--- config.mk ---
export PLATFORM = sky130hd
export DESIGN_NAME = spi_slave_core
export DESIGN_NICKNAME = d
export VERILOG_FILES = /design/src/rtl/spi_pkg.sv /design/src/rtl/spi_sync.sv /design/src/rtl/spi_slave_core.sv
export SDC_FILE = /design/constraint.sdc
export NUM_CORES = 1
export LEC_CHECK = 0
export BUFFER_PORTS_ARGS = -buffer_cell sky130_fd_sc_hd__buf_4
export CORE_ASPECT_RATIO = 1.4
export CORE_UTILIZATION = 50
export DETAILED_ROUTE_END_ITERATION = 12
export GPL_TIMING_DRIVEN = 0
export PLACE_DENSITY_LB_ADDON = 0.05
export SYNTH_ARGS = -nofsm -noshare
export SYNTH_HDL_FRONTEND = slang
export SYNTH_SLANG_ARGS = --single-unit
--- constraint.sdc ---
create_clock -name clk -period 1.7 [get_ports clk]
set_clock_uncertainty 0.05 [all_clocks]
set_input_delay 0 -clock clk [delete_from_list [all_inputs] [get_ports clk]]
set_output_delay 0 -clock clk [all_outputs]
set_load 0.01 [all_outputs]
--- src/rtl/spi_pkg.sv ---
// Shared types and constants for the SPI slave engine.
package spi_pkg;

    typedef enum logic [1:0] {
        StDisarmed = 2'd0,
        StIdle     = 2'd1,
        StActive   = 2'd2
    } spi_state_e;

    // SPI mode encodings as {CPOL, CPHA}.
    localparam logic [1:0] SPI_MODE0 = 2'b00;
    localparam logic [1:0] SPI_MODE1 = 2'b01;
    localparam logic [1:0] SPI_MODE2 = 2'b10;
    localparam logic [1:0] SPI_MODE3 = 2'b11;

endpackage

--- src/rtl/spi_sync.sv ---
// Multi-stage synchroniser for an asynchronous pin, with registered rise/fall pulses.
// level_o is delayed one extra cycle so it lines up with the edge pulses.
module spi_sync #(
    parameter int unsigned SYNC_STAGES = 2
) (
    input  logic clk,
    input  logic rst,
    input  logic d_i,
    output logic level_o,
    output logic rise_o,
    output logic fall_o
);

    logic [SYNC_STAGES-1:0] sync_q, sync_d;
    logic level_q, level_d;
    logic rise_q, rise_d;
    logic fall_q, fall_d;

    always_comb begin
        sync_d  = {sync_q[SYNC_STAGES-2:0], d_i};
        level_d = sync_q[SYNC_STAGES-1];
        rise_d  = sync_q[SYNC_STAGES-1] & ~level_q;
        fall_d  = ~sync_q[SYNC_STAGES-1] & level_q;
    end

    always_ff @(posedge clk) begin
        if (rst) begin
            sync_q  <= '0;
            level_q <= 1'b0;
            rise_q  <= 1'b0;
            fall_q  <= 1'b0;
        end else begin
            sync_q  <= sync_d;
            level_q <= level_d;
            rise_q  <= rise_d;
            fall_q  <= fall_d;
        end
    end

    assign level_o = level_q;
    assign rise_o  = rise_q;
    assign fall_o  = fall_q;

endmodule

--- src/rtl/spi_slave_core.sv ---
// Oversampling SPI slave: all four CPOL/CPHA modes, multi-word frames, one-entry TX hold
// register and a held RX word, with overrun/underrun reporting.
module spi_slave_core import spi_pkg::*; #(
    parameter int unsigned          DATA_W      = 8,
    parameter bit                   CPOL        = 1'b0,
    parameter bit                   CPHA        = 1'b0,
    parameter bit                   MSB_FIRST   = 1'b1,
    parameter int unsigned          SYNC_STAGES = 2,
    parameter int unsigned          CNT_W       = 8,
    parameter logic [DATA_W-1:0]    TX_IDLE     = '1
) (
    input  logic              clk,
    input  logic              rst,
    input  logic              sclk,
    input  logic              ss,
    input  logic              mosi,
    output logic              miso,
    output logic              miso_oe,
    input  logic [DATA_W-1:0] tx_data,
    input  logic              tx_valid,
    output logic              tx_ready,
    output logic [DATA_W-1:0] rx_data,
    output logic              rx_valid,
    input  logic              rx_ready,
    output logic              rx_overrun,
    output logic              tx_underrun,
    output logic [CNT_W-1:0]  word_count,
    output logic              busy,
    output logic              xfer_done
);

    localparam int unsigned BitW = $clog2(DATA_W);
    localparam logic [BitW-1:0] LastBit = BitW'(DATA_W - 1);

    logic sclk_lvl, sclk_rise, sclk_fall;
    logic ss_lvl, ss_rise, ss_fall;
    logic mosi_lvl, mosi_rise, mosi_fall;
    logic unused_sync;

    spi_sync #(.SYNC_STAGES(SYNC_STAGES)) u_sync_sclk (
        .clk(clk), .rst(rst), .d_i(sclk), .level_o(sclk_lvl), .rise_o(sclk_rise),
        .fall_o(sclk_fall)
    );
    spi_sync #(.SYNC_STAGES(SYNC_STAGES)) u_sync_ss (
        .clk(clk), .rst(rst), .d_i(ss), .level_o(ss_lvl), .rise_o(ss_rise), .fall_o(ss_fall)
    );
    spi_sync #(.SYNC_STAGES(SYNC_STAGES)) u_sync_mosi (
        .clk(clk), .rst(rst), .d_i(mosi), .level_o(mosi_lvl), .rise_o(mosi_rise),
        .fall_o(mosi_fall)
    );

    assign unused_sync = ^{sclk_lvl, mosi_rise, mosi_fall};

    spi_state_e        state_q, state_d;
    logic [BitW-1:0]   bit_cnt_q, bit_cnt_d;
    logic [CNT_W-1:0]  word_count_q, word_count_d;
    logic [DATA_W-1:0] rx_shift_q, rx_shift_d;
    logic [DATA_W-1:0] rx_data_q, rx_data_d;
    logic              rx_valid_q, rx_valid_d;
    logic [DATA_W-1:0] tx_shift_q, tx_shift_d;
    logic [DATA_W-1:0] hold_q, hold_d;
    logic              tx_ready_q, tx_ready_d;
    logic              xfer_done_q, xfer_done_d;
    logic              rx_overrun_q, rx_overrun_d;
    logic              tx_underrun_q, tx_underrun_d;
    logic              under_pend_q, under_pend_d;

    logic              lead_edge, trail_edge, sample, shift, load, capture;
    logic [DATA_W-1:0] rx_word;

    assign lead_edge  = CPOL ? sclk_fall : sclk_rise;
    assign trail_edge = CPOL ? sclk_rise : sclk_fall;

    always_comb begin
        state_d       = state_q;
        bit_cnt_d     = bit_cnt_q;
        word_count_d  = word_count_q;
        rx_shift_d    = rx_shift_q;
        rx_data_d     = rx_data_q;
        rx_valid_d    = rx_valid_q;
        tx_shift_d    = tx_shift_q;
        hold_d        = hold_q;
        tx_ready_d    = tx_ready_q;
        xfer_done_d   = 1'b0;
        rx_overrun_d  = 1'b0;
        tx_underrun_d = 1'b0;
        under_pend_d  = under_pend_q;
        sample        = 1'b0;
        shift         = 1'b0;
        load          = 1'b0;
        capture       = tx_valid && tx_ready_q;
        rx_word       = MSB_FIRST ? {rx_shift_q[DATA_W-2:0], mosi_lvl}
                                  : {mosi_lvl, rx_shift_q[DATA_W-1:1]};

        if (rx_valid_q && rx_ready) begin
            rx_valid_d = 1'b0;
        end

        unique case (state_q)
            StDisarmed: begin
                if (ss_lvl) state_d = StIdle;
            end
            StIdle: begin
                if (ss_fall) begin
                    state_d      = StActive;
                    word_count_d = '0;
                    bit_cnt_d    = '0;
                    under_pend_d = 1'b0;
                    load         = ~CPHA;
                end
            end
            StActive: begin
                // An ss edge masks any sclk edge seen in the same cycle.
                if (ss_rise) begin
                    state_d      = StIdle;
                    xfer_done_d  = 1'b1;
                    under_pend_d = 1'b0;
                end else begin
                    sample = CPHA ? trail_edge : lead_edge;
                    shift  = CPHA ? lead_edge : trail_edge;
                end
            end
            default: state_d = StDisarmed;
        endcase

        if (sample) begin
            rx_shift_d = rx_word;
            // A deferred underrun is only real once the idle word actually starts shifting.
            if (under_pend_q && bit_cnt_q == '0) begin
                tx_underrun_d = 1'b1;
                under_pend_d  = 1'b0;
            end
            if (bit_cnt_q == LastBit) begin
                bit_cnt_d = '0;
                if (word_count_q != '1) word_count_d = word_count_q + CNT_W'(1);
                if (!rx_valid_q || rx_ready) begin
                    rx_data_d  = rx_word;
                    rx_valid_d = 1'b1;
                end else begin
                    rx_overrun_d = 1'b1;
                end
            end else begin
                bit_cnt_d = bit_cnt_q + BitW'(1);
            end
        end

        if (shift) begin
            if (bit_cnt_q == '0) begin
                load = 1'b1;
            end else begin
                tx_shift_d = MSB_FIRST ? {tx_shift_q[DATA_W-2:0], 1'b1}
                                       : {1'b1, tx_shift_q[DATA_W-1:1]};
            end
        end

        if (load) begin
            if (!tx_ready_q) begin
                tx_shift_d = hold_q;
                tx_ready_d = 1'b1;
            end else if (capture) begin
                tx_shift_d = tx_data;
            end else begin
                tx_shift_d = TX_IDLE;
                // With CPHA=0 the load after the last word of a frame is not an underrun.
                if (!CPHA && shift) under_pend_d = 1'b1;
                else                tx_underrun_d = 1'b1;
            end
        end else if (capture) begin
            hold_d     = tx_data;
            tx_ready_d = 1'b0;
        end
    end

    always_ff @(posedge clk) begin
        if (rst) begin
            state_q       <= StDisarmed;
            bit_cnt_q     <= '0;
            word_count_q  <= '0;
            rx_shift_q    <= '0;
            rx_data_q     <= '0;
            rx_valid_q    <= 1'b0;
            tx_shift_q    <= '0;
            hold_q        <= '0;
            tx_ready_q    <= 1'b1;
            xfer_done_q   <= 1'b0;
            rx_overrun_q  <= 1'b0;
            tx_underrun_q <= 1'b0;
            under_pend_q  <= 1'b0;
        end else begin
            state_q       <= state_d;
            bit_cnt_q     <= bit_cnt_d;
            word_count_q  <= word_count_d;
            rx_shift_q    <= rx_shift_d;
            rx_data_q     <= rx_data_d;
            rx_valid_q    <= rx_valid_d;
            tx_shift_q    <= tx_shift_d;
            hold_q        <= hold_d;
            tx_ready_q    <= tx_ready_d;
            xfer_done_q   <= xfer_done_d;
            rx_overrun_q  <= rx_overrun_d;
            tx_underrun_q <= tx_underrun_d;
            under_pend_q  <= under_pend_d;
        end
    end

    assign miso        = MSB_FIRST ? tx_shift_q[DATA_W-1] : tx_shift_q[0];
    assign miso_oe     = ~ss_lvl & (state_q == StActive);
    assign busy        = (state_q == StActive);
    assign tx_ready    = tx_ready_q;
    assign rx_data     = rx_data_q;
    assign rx_valid    = rx_valid_q;
    assign rx_overrun  = rx_overrun_q;
    assign tx_underrun = tx_underrun_q;
    assign word_count  = word_count_q;
    assign xfer_done   = xfer_done_q;

endmodule

==> run summary, run 1 <==
Gr busiest metal - met2
Site Rows - 31
Number of global-route vias before repair - 2,151
Final critical-path required period - 1660 ps
Remaining max-slew budget at the tightest pin - 61.5%
Setup repair after global routing missed its margin - true
Clock tree from TritonCTS - built
Instance count after placement with tap cells included - 394
Number of non-filler instances in the completed layout - 435
Maximum net fanout on the critical path - 7
Routed len/inst - 13.7 um
Source-to-sink clock delay at the later pin of the worst-skew pair - 340 ps
Outcome - finished clean
Mapped Nets - 316
Starting density of the core - 51.8%
Post-synthesis cell area - 2670 um^2
Met2 capacity usage during global routing - 38.2%
Final worst path period share - 97.8%
Power per unit of standard cell area - 893 nW/um^2
Core box area - 5160 um^2
F_max - 601 MHz
Sequential fraction of the synthesis area - 47.2%
Number of register bits inferred by synthesis - 63
Number of I/O port buffers - 36
Critical Path End Type - flop
Fraction of met3 tracks used by global routing - 6.44%
Syn avg cell area - 9.14 um^2
Post-synthesis cell count - 292
WP data required - 1910 ps
Detailed Place HPWL - 3.78 mm
Number of distinct library cells after synthesis - 37
Area share of the largest cell type after synthesis - 47.2%
Overall fraction of global-route tracks in use - 22.7%
Clock Root Buffer - sky130_fd_sc_hd__clkbuf_8
Detailed Route WL - 5.94 mm
Post-synth ARST share - 0%
Total CTS buffers - 9
Setup violations, final - 0
Vertical die dimension - 88.5 um
Number of placed I/O pins - 39
Classification of the worst-slack hold path - input pin to flop
Total power of the final layout - 3.19 mW
CTS H-tree depth - 3
Area growth, synth to finish - 33.9%
Number of synthesis warnings - 0
Die outline width - 63.8 um
Pin count of the biggest net entering global routing - 11
Max-cap viol count - 0
Wire length of the first global-routing pass - 9.66 mm
GP Congestion - 0.746
GR Overflow Total - 0
Via/cell ratio - 5.28
Clock-pin slew on the worst setup and hold paths - 70 ps
Pre-antenna DRT Iters - 4
Leak Pwr - 1.51 nW
Overall via count from detail_route - 2,297
Fraction of layout cells with a size suffix above 1 - 25.7%
Hold Violations, Final - 0
Worst vdd ir - 905 uV
Number of synthesized flops with an enable pin - 0
DR iter-0 viols - 94
Initial antenna violation count - 0
Clock sink count - 63
Top post-synthesis cells by count - sky130_fd_sc_hd__dfxtp_1 (63), sky130_fd_sc_hd__nor2_1 (41), sky130_fd_sc_hd__mux2i_1 (25)
Post-place setup slack - -162 ps
Commonest register cell after synthesis - sky130_fd_sc_hd__dfxtp_1
Top area cells in the synthesized netlist - sky130_fd_sc_hd__dfxtp_1 (47%), sky130_fd_sc_hd__mux2i_1 (9.4%), sky130_fd_sc_hd__nor2_1 (5.8%)
Most repeated cell in the gate-level netlist after synthesis - sky130_fd_sc_hd__dfxtp_1
Number of antenna diodes - 0
Smallest setup slack after layout - 36.8 ps
Pins over their slew limit - 0
GR met1 Demand/Resource - 26.4%
Longest Clk Path Bufs - 2
Residual antenna-violating net count after detailed routing - 0
Critical path launch point type - flop
Slew of the pin with the lowest slew margin - 578 ps
Die Footprint - 5640 um^2
Final-stage net count - 389
DRC Markers - 0
Utilization of the core after routing - 69.3%
Worst Setup Path Type - flop to flop
Final TNS setup - 0 ps
Cell taking the most area after synthesis - sky130_fd_sc_hd__dfxtp_1
Fill cell instance count of the final layout - 440
Critical Path AT - 1880 ps
==> path summary, 6_finish.rpt <==
path,start,to,slack (ps),depth (start not counted)
max,word_count[0]$_SDFF_PP0_,word_count[5]$_SDFF_PP0_,40,6
max reg2reg,word_count[0]$_SDFF_PP0_,word_count[5]$_SDFF_PP0_,40,6
min,tx_valid,tx_ready$_SDFFE_PP1P_,280,3
min reg2reg,u_sync_ss.sync_q[1]$_SDFF_PP0_,u_sync_ss.fall_o$_SDFF_PP0_,370,1
==> repair_timing <==
action	in CTS	in global routing
setup buffers	4	9
pin swaps	3	4
hold endpoints to repair	14	0
gates resized for setup	17	18
setup endpoints to repair	35	31
hold buffers	13	0
cloned	1	0
==> area by class of cell <==
type                    count  area, um^2  area share, %
repair buffers             63         513           14.4
inverters                  15        58.8           1.65
multi-input cells         195        1340           37.5
clock buffers              11         151           4.24
plain buffers              18         109           3.05
flip-flops and latches     63        1270           35.7
clock inverters             4        45.0           1.26
well taps                  66        82.6           2.31
==> stage by stage <==
stage / hold slack [ps] / area, um^2
3_5_place_dp: 169 / 3030
2_1_floorplan: 78.2 / 2680
3_3_place_gp: 162 / 3030
6_report: 278 / 3570
5_1_grt: 293 / 3570
4_1_cts: 259 / 3450
==> metal layers <==
layer | part of all wire (%) | vias up
li1 | - | 1158
met1 | 46 | 1085
met2 | 49 | 42
met3 | 3.1 | 12
met4 | 2.2 | 0
met5 | 0 | -
==> sequential cells by signal, summed over array words and instances, names as in the netlist, 3 cells and up <==
signal and cells:
hold_q 8, rx_data 8, tx_shift_q 8, word_count 8
rx_shift_q 7, bit_cnt_q 3
==> logic make-up (layout without fill, tap and decap cells) <==
kind of cell    Yosys count  after routing  synth area share, %
simple gates            112            112                 21.4
flops                    63             63                 47.2
compound gates           48             48                 11.9
buf+inv                  34            111                 5.39
mux                      26             26                 9.79
fa+ha+maj                 9              9                 4.22
==> worst max-delay path, stage by stage (launching register included) <==
cell and delay (ps):
sky130_fd_sc_hd__dfxtp_2 340, sky130_fd_sc_hd__ha_2 190, sky130_fd_sc_hd__and3_1 180, sky130_fd_sc_hd__buf_6 130
sky130_fd_sc_hd__a31o_4 230, sky130_fd_sc_hd__or3_1 340, sky130_fd_sc_hd__a31oi_1 130
==> power by group <==
group / internal, mW / switching, mW
registers: 1.52 / 0.0295
clock network: 0.741 / 0.556
logic: 0.175 / 0.175
total: 2.43 / 0.761
==> layout by cell type, fill, tap and decap left out, types with 4 or more instances in the layout <==
master	n
sky130_fd_sc_hd__nand3b_1	9
sky130_fd_sc_hd__buf_4	49
sky130_fd_sc_hd__nor3_1	4
sky130_fd_sc_hd__a31oi_1	14
sky130_fd_sc_hd__clkbuf_1	9
sky130_fd_sc_hd__nand3_1	9
sky130_fd_sc_hd__dlygate4sd3_1	13
sky130_fd_sc_hd__inv_1	14
sky130_fd_sc_hd__a211oi_1	7
sky130_fd_sc_hd__buf_6	6
sky130_fd_sc_hd__nor2_1	41
sky130_fd_sc_hd__mux2i_1	25
sky130_fd_sc_hd__nor2b_1	13
sky130_fd_sc_hd__nand2_1	17
sky130_fd_sc_hd__dfxtp_1	58
sky130_fd_sc_hd__clkbuf_8	11
sky130_fd_sc_hd__a21oi_1	13
Note: power is estimated with default switching activity, not from simulation.
==> run 2: changes to the inputs <==
- CTS_CLUSTER_DIAMETER: unset -> 150
- SETUP_SLACK_MARGIN: unset -> 0.2
==> run 2 against run 1 <==
Worst hold slack worse by 79 ps. Via count shrank 0.17%. Non-clock buffer count up 6. Global-route usage grew 0.31 points. Register-to-register slack improved by 40 ps. Die area unchanged.
==> run summary, run 2 (synthesis gave the netlist of run 1 again) <==
Outcome - finished clean
DRC Markers - 0 (unchanged)
Die outline width - 63.8 um (unchanged)
Most frequent standard cell in the layout excluding fill and tap cells - sky130_fd_sc_hd__dfxtp_1
Layout Cell Area excl Fill - 3750 um^2 (+5.0%)
Power per unit of standard cell area - 890 nW/um^2 (-0.37%)
GP Congestion - 0.771 (+3.3%)
Critical Path End Type - flop
Slew of the pin with the lowest slew margin - 583 ps (+4.95 ps)
Number of I/O port buffers - 36 (unchanged)
Clock sink count - 63 (unchanged)
Clk network pwr share - 41.6% (+1.0 points)
Pins over their slew limit - 0 (unchanged)
Clock tree from TritonCTS - built
Utilization of the core after routing - 72.8% (+3.5 points)
Source-to-sink clock delay at the later pin of the worst-skew pair - 340 ps (about the same)
Cell repeated most along the worst path - sky130_fd_sc_hd__buf_6
Via/cell ratio - 5.19 (-1.8%)
Sw Share - 24.0% (+0.13 points)
Starting density of the core - 51.8% (unchanged)
Ordered cell list for the critical path - inv_4 > ha_4 > buf_6 > nand4b_4 > buf_6 > mux2_4 > a21oi_2 > nor3_1
Final-stage net count - 395 (+1.5%)
Remaining max-slew budget at the tightest pin - 61.1% (-0.33 points)
Hold Violations, Final - 0 (unchanged)
CP Buf/Inv Count - 3 (+2)
Worst Setup Path Type - flop to flop
Pin count of the biggest net entering global routing - 12 (+1)
Vertical die dimension - 88.5 um (unchanged)
Residual antenna-violating net count after detailed routing - 0 (unchanged)
Fraction of layout cells with a size suffix above 1 - 30.1% (+4.3 points)
WP data required - 1850 ps (-60 ps)
Routed len/inst - 13.8 um (+0.83%)
Commonest cells after routing, fill and taps aside - sky130_fd_sc_hd__dfxtp_1 (57), sky130_fd_sc_hd__buf_4 (50), sky130_fd_sc_hd__nor2_1 (41)
Site Rows - 31 (unchanged)
Cell type of the slowest stage on the worst timing path - sky130_fd_sc_hd__dfxtp_4
Internal - 2.54 mW (+4.4%)
Wire length of the first global-routing pass - 9.91 mm (+2.6%)
Number of placed I/O pins - 39 (unchanged)
Longest Clk Path Bufs - 2 (unchanged)
Final critical-path required period - 1620 ps (-40.9 ps)
Sequential fraction of design power - 46.2% (-2.2 points)
Max-cap viol count - 0 (unchanged)
Classification of the worst-slack hold path - input pin to flop
DR iter-0 viols - 105 (+12%)
Maximum net fanout on the critical path - 7 (unchanged)
Setup violations, final - 0 (unchanged)
Clock Root Buffer - sky130_fd_sc_hd__clkbuf_8
Pre-antenna DRT Iters - 4 (unchanged)
Total CTS buffers - 9 (unchanged)
Overall via count from detail_route - 2,293 (-0.17%)
Setup repair after global routing missed its margin - true
Post-place setup slack - -52.0 ps (+110 ps)
Detailed Place HPWL - 3.88 mm (+2.5%)
Logic gate share of total power - 12.2% (+1.2 points)
Slowest cell delay on critical path - 360 ps (+20 ps)
F_max - 616 MHz (+2.5%)
Critical Path AT - 1780 ps (-100 ps)
Psw - 0.800 mW (+5.2%)
Family with the most delay on the worst path - flip-flops
Critical path launch point type - flop
Core box area - 5160 um^2 (unchanged)
Total power of the final layout - 3.34 mW (+4.6%)
GR Overflow Total - 0 (unchanged)
CTS H-tree depth - 3 (unchanged)
Number of global-route vias before repair - 2,211 (+2.8%)
Final TNS setup - 0 ps (unchanged)
Detailed Route WL - 6.09 mm (+2.5%)
Overall fraction of global-route tracks in use - 23.0% (+0.31 points)
Initial antenna violation count - 0 (unchanged)
Area growth, synth to finish - 40.6%
Die Footprint - 5640 um^2 (unchanged)
Worst vdd ir - 599 uV (-34%)
Number of non-filler instances in the completed layout - 442 (+1.6%)
Number of antenna diodes - 0 (unchanged)
Clock-pin slew on the worst setup and hold paths - 70 ps (about the same)
Dpl cell area - 3120 um^2 (+2.8%)
Final worst path period share - 95.4% (-2.4 points)
Leak Pwr - 1.59 nW (+5.1%)
Smallest setup slack after layout - 77.7 ps (+40.9 ps)
Instance count after placement with tap cells included - 394 (unchanged)
Final worst hold slack - 199 ps (-79.0 ps)
-- run 2: changes by cell type in the layout (fill, tap and decap cells not counted), sizes merged --
cell | previous run | this run
bufinv | 1 | 2
clkinvlp | 0 | 1
clkbuf | 23 | 19
buf | 56 | 64
clkinv | 3 | 4
-- run 2: final cells by class --
class,count,area (um^2)
sequential,63,1280
fill,420,1410
clock buffer,9,124
buffer,19,134
clock inverter,7,87.6
tap,66,82.6
timing repair buffer,68,556
multi-input combinational,195,1430
inverter,15,58.8
-- run 2: power by group through the flow --
| stage | clock network, mW | registers, mW | logic [mW] |
|---|---|---|---|
| 2_1_floorplan | 0 | 1.57 | 0.212 |
| 3_3_place_gp | 0 | 1.57 | 0.289 |
| 3_5_place_dp | 0 | 1.57 | 0.294 |
| 4_1_cts | 1.41 | 1.54 | 0.389 |
| 5_1_grt | 1.49 | 1.55 | 0.446 |
| 6_report | 1.39 | 1.54 | 0.408 |
-- run 2: path summary, 6_finish.rpt --
path / startpoint / to / slack, ps / cells after the start
max reg2reg: state_q[0]$_SDFFE_PP0P_ / word_count[6]$_SDFF_PP0_ / 80 / 8
min reg2reg: u_sync_sclk.sync_q[1]$_SDFF_PP0_ / u_sync_sclk.fall_o$_SDFF_PP0_ / 360 / 1
min: tx_valid / tx_ready$_SDFFE_PP1P_ / 200 / 3
max: state_q[0]$_SDFFE_PP0P_ / word_count[6]$_SDFF_PP0_ / 80 / 8
-- run 2: repair_timing --
item | 4_1_cts | 5_1_grt
pin swaps | 7 | 8
resized for setup | 25 | 15
gates cloned | 2 | 0
hold buffers | 13 | 0
endpoints found under the hold margin | 15 | 0
setup endpoints to repair | 47 | 41
setup buffers | 16 | 1
-- run 2: worst register-to-register path, stage by stage, from the launching register on --
cell and delay (ps):
sky130_fd_sc_hd__dfxtp_4 360, sky130_fd_sc_hd__inv_4 60, sky130_fd_sc_hd__ha_4 120, sky130_fd_sc_hd__buf_6 120, sky130_fd_sc_hd__nand4b_4 150, sky130_fd_sc_hd__buf_6 170
sky130_fd_sc_hd__mux2_4 300, sky130_fd_sc_hd__a21oi_2 110, sky130_fd_sc_hd__nor3_1 60
-- run 2: routing by layer --
| metal | track usage (%) | vias to the layer above | part of all wire (%) |
|---|---|---|---|
| li1 | - | 1168 | - |
| met1 | 25.9 | 1072 | 43 |
| met5 | 0 | - | 0 |
| met3 | 5.80 | 10 | 2.8 |
| met4 | 8.26 | 0 | 1.2 |
| met2 | 42.0 | 43 | 53 |
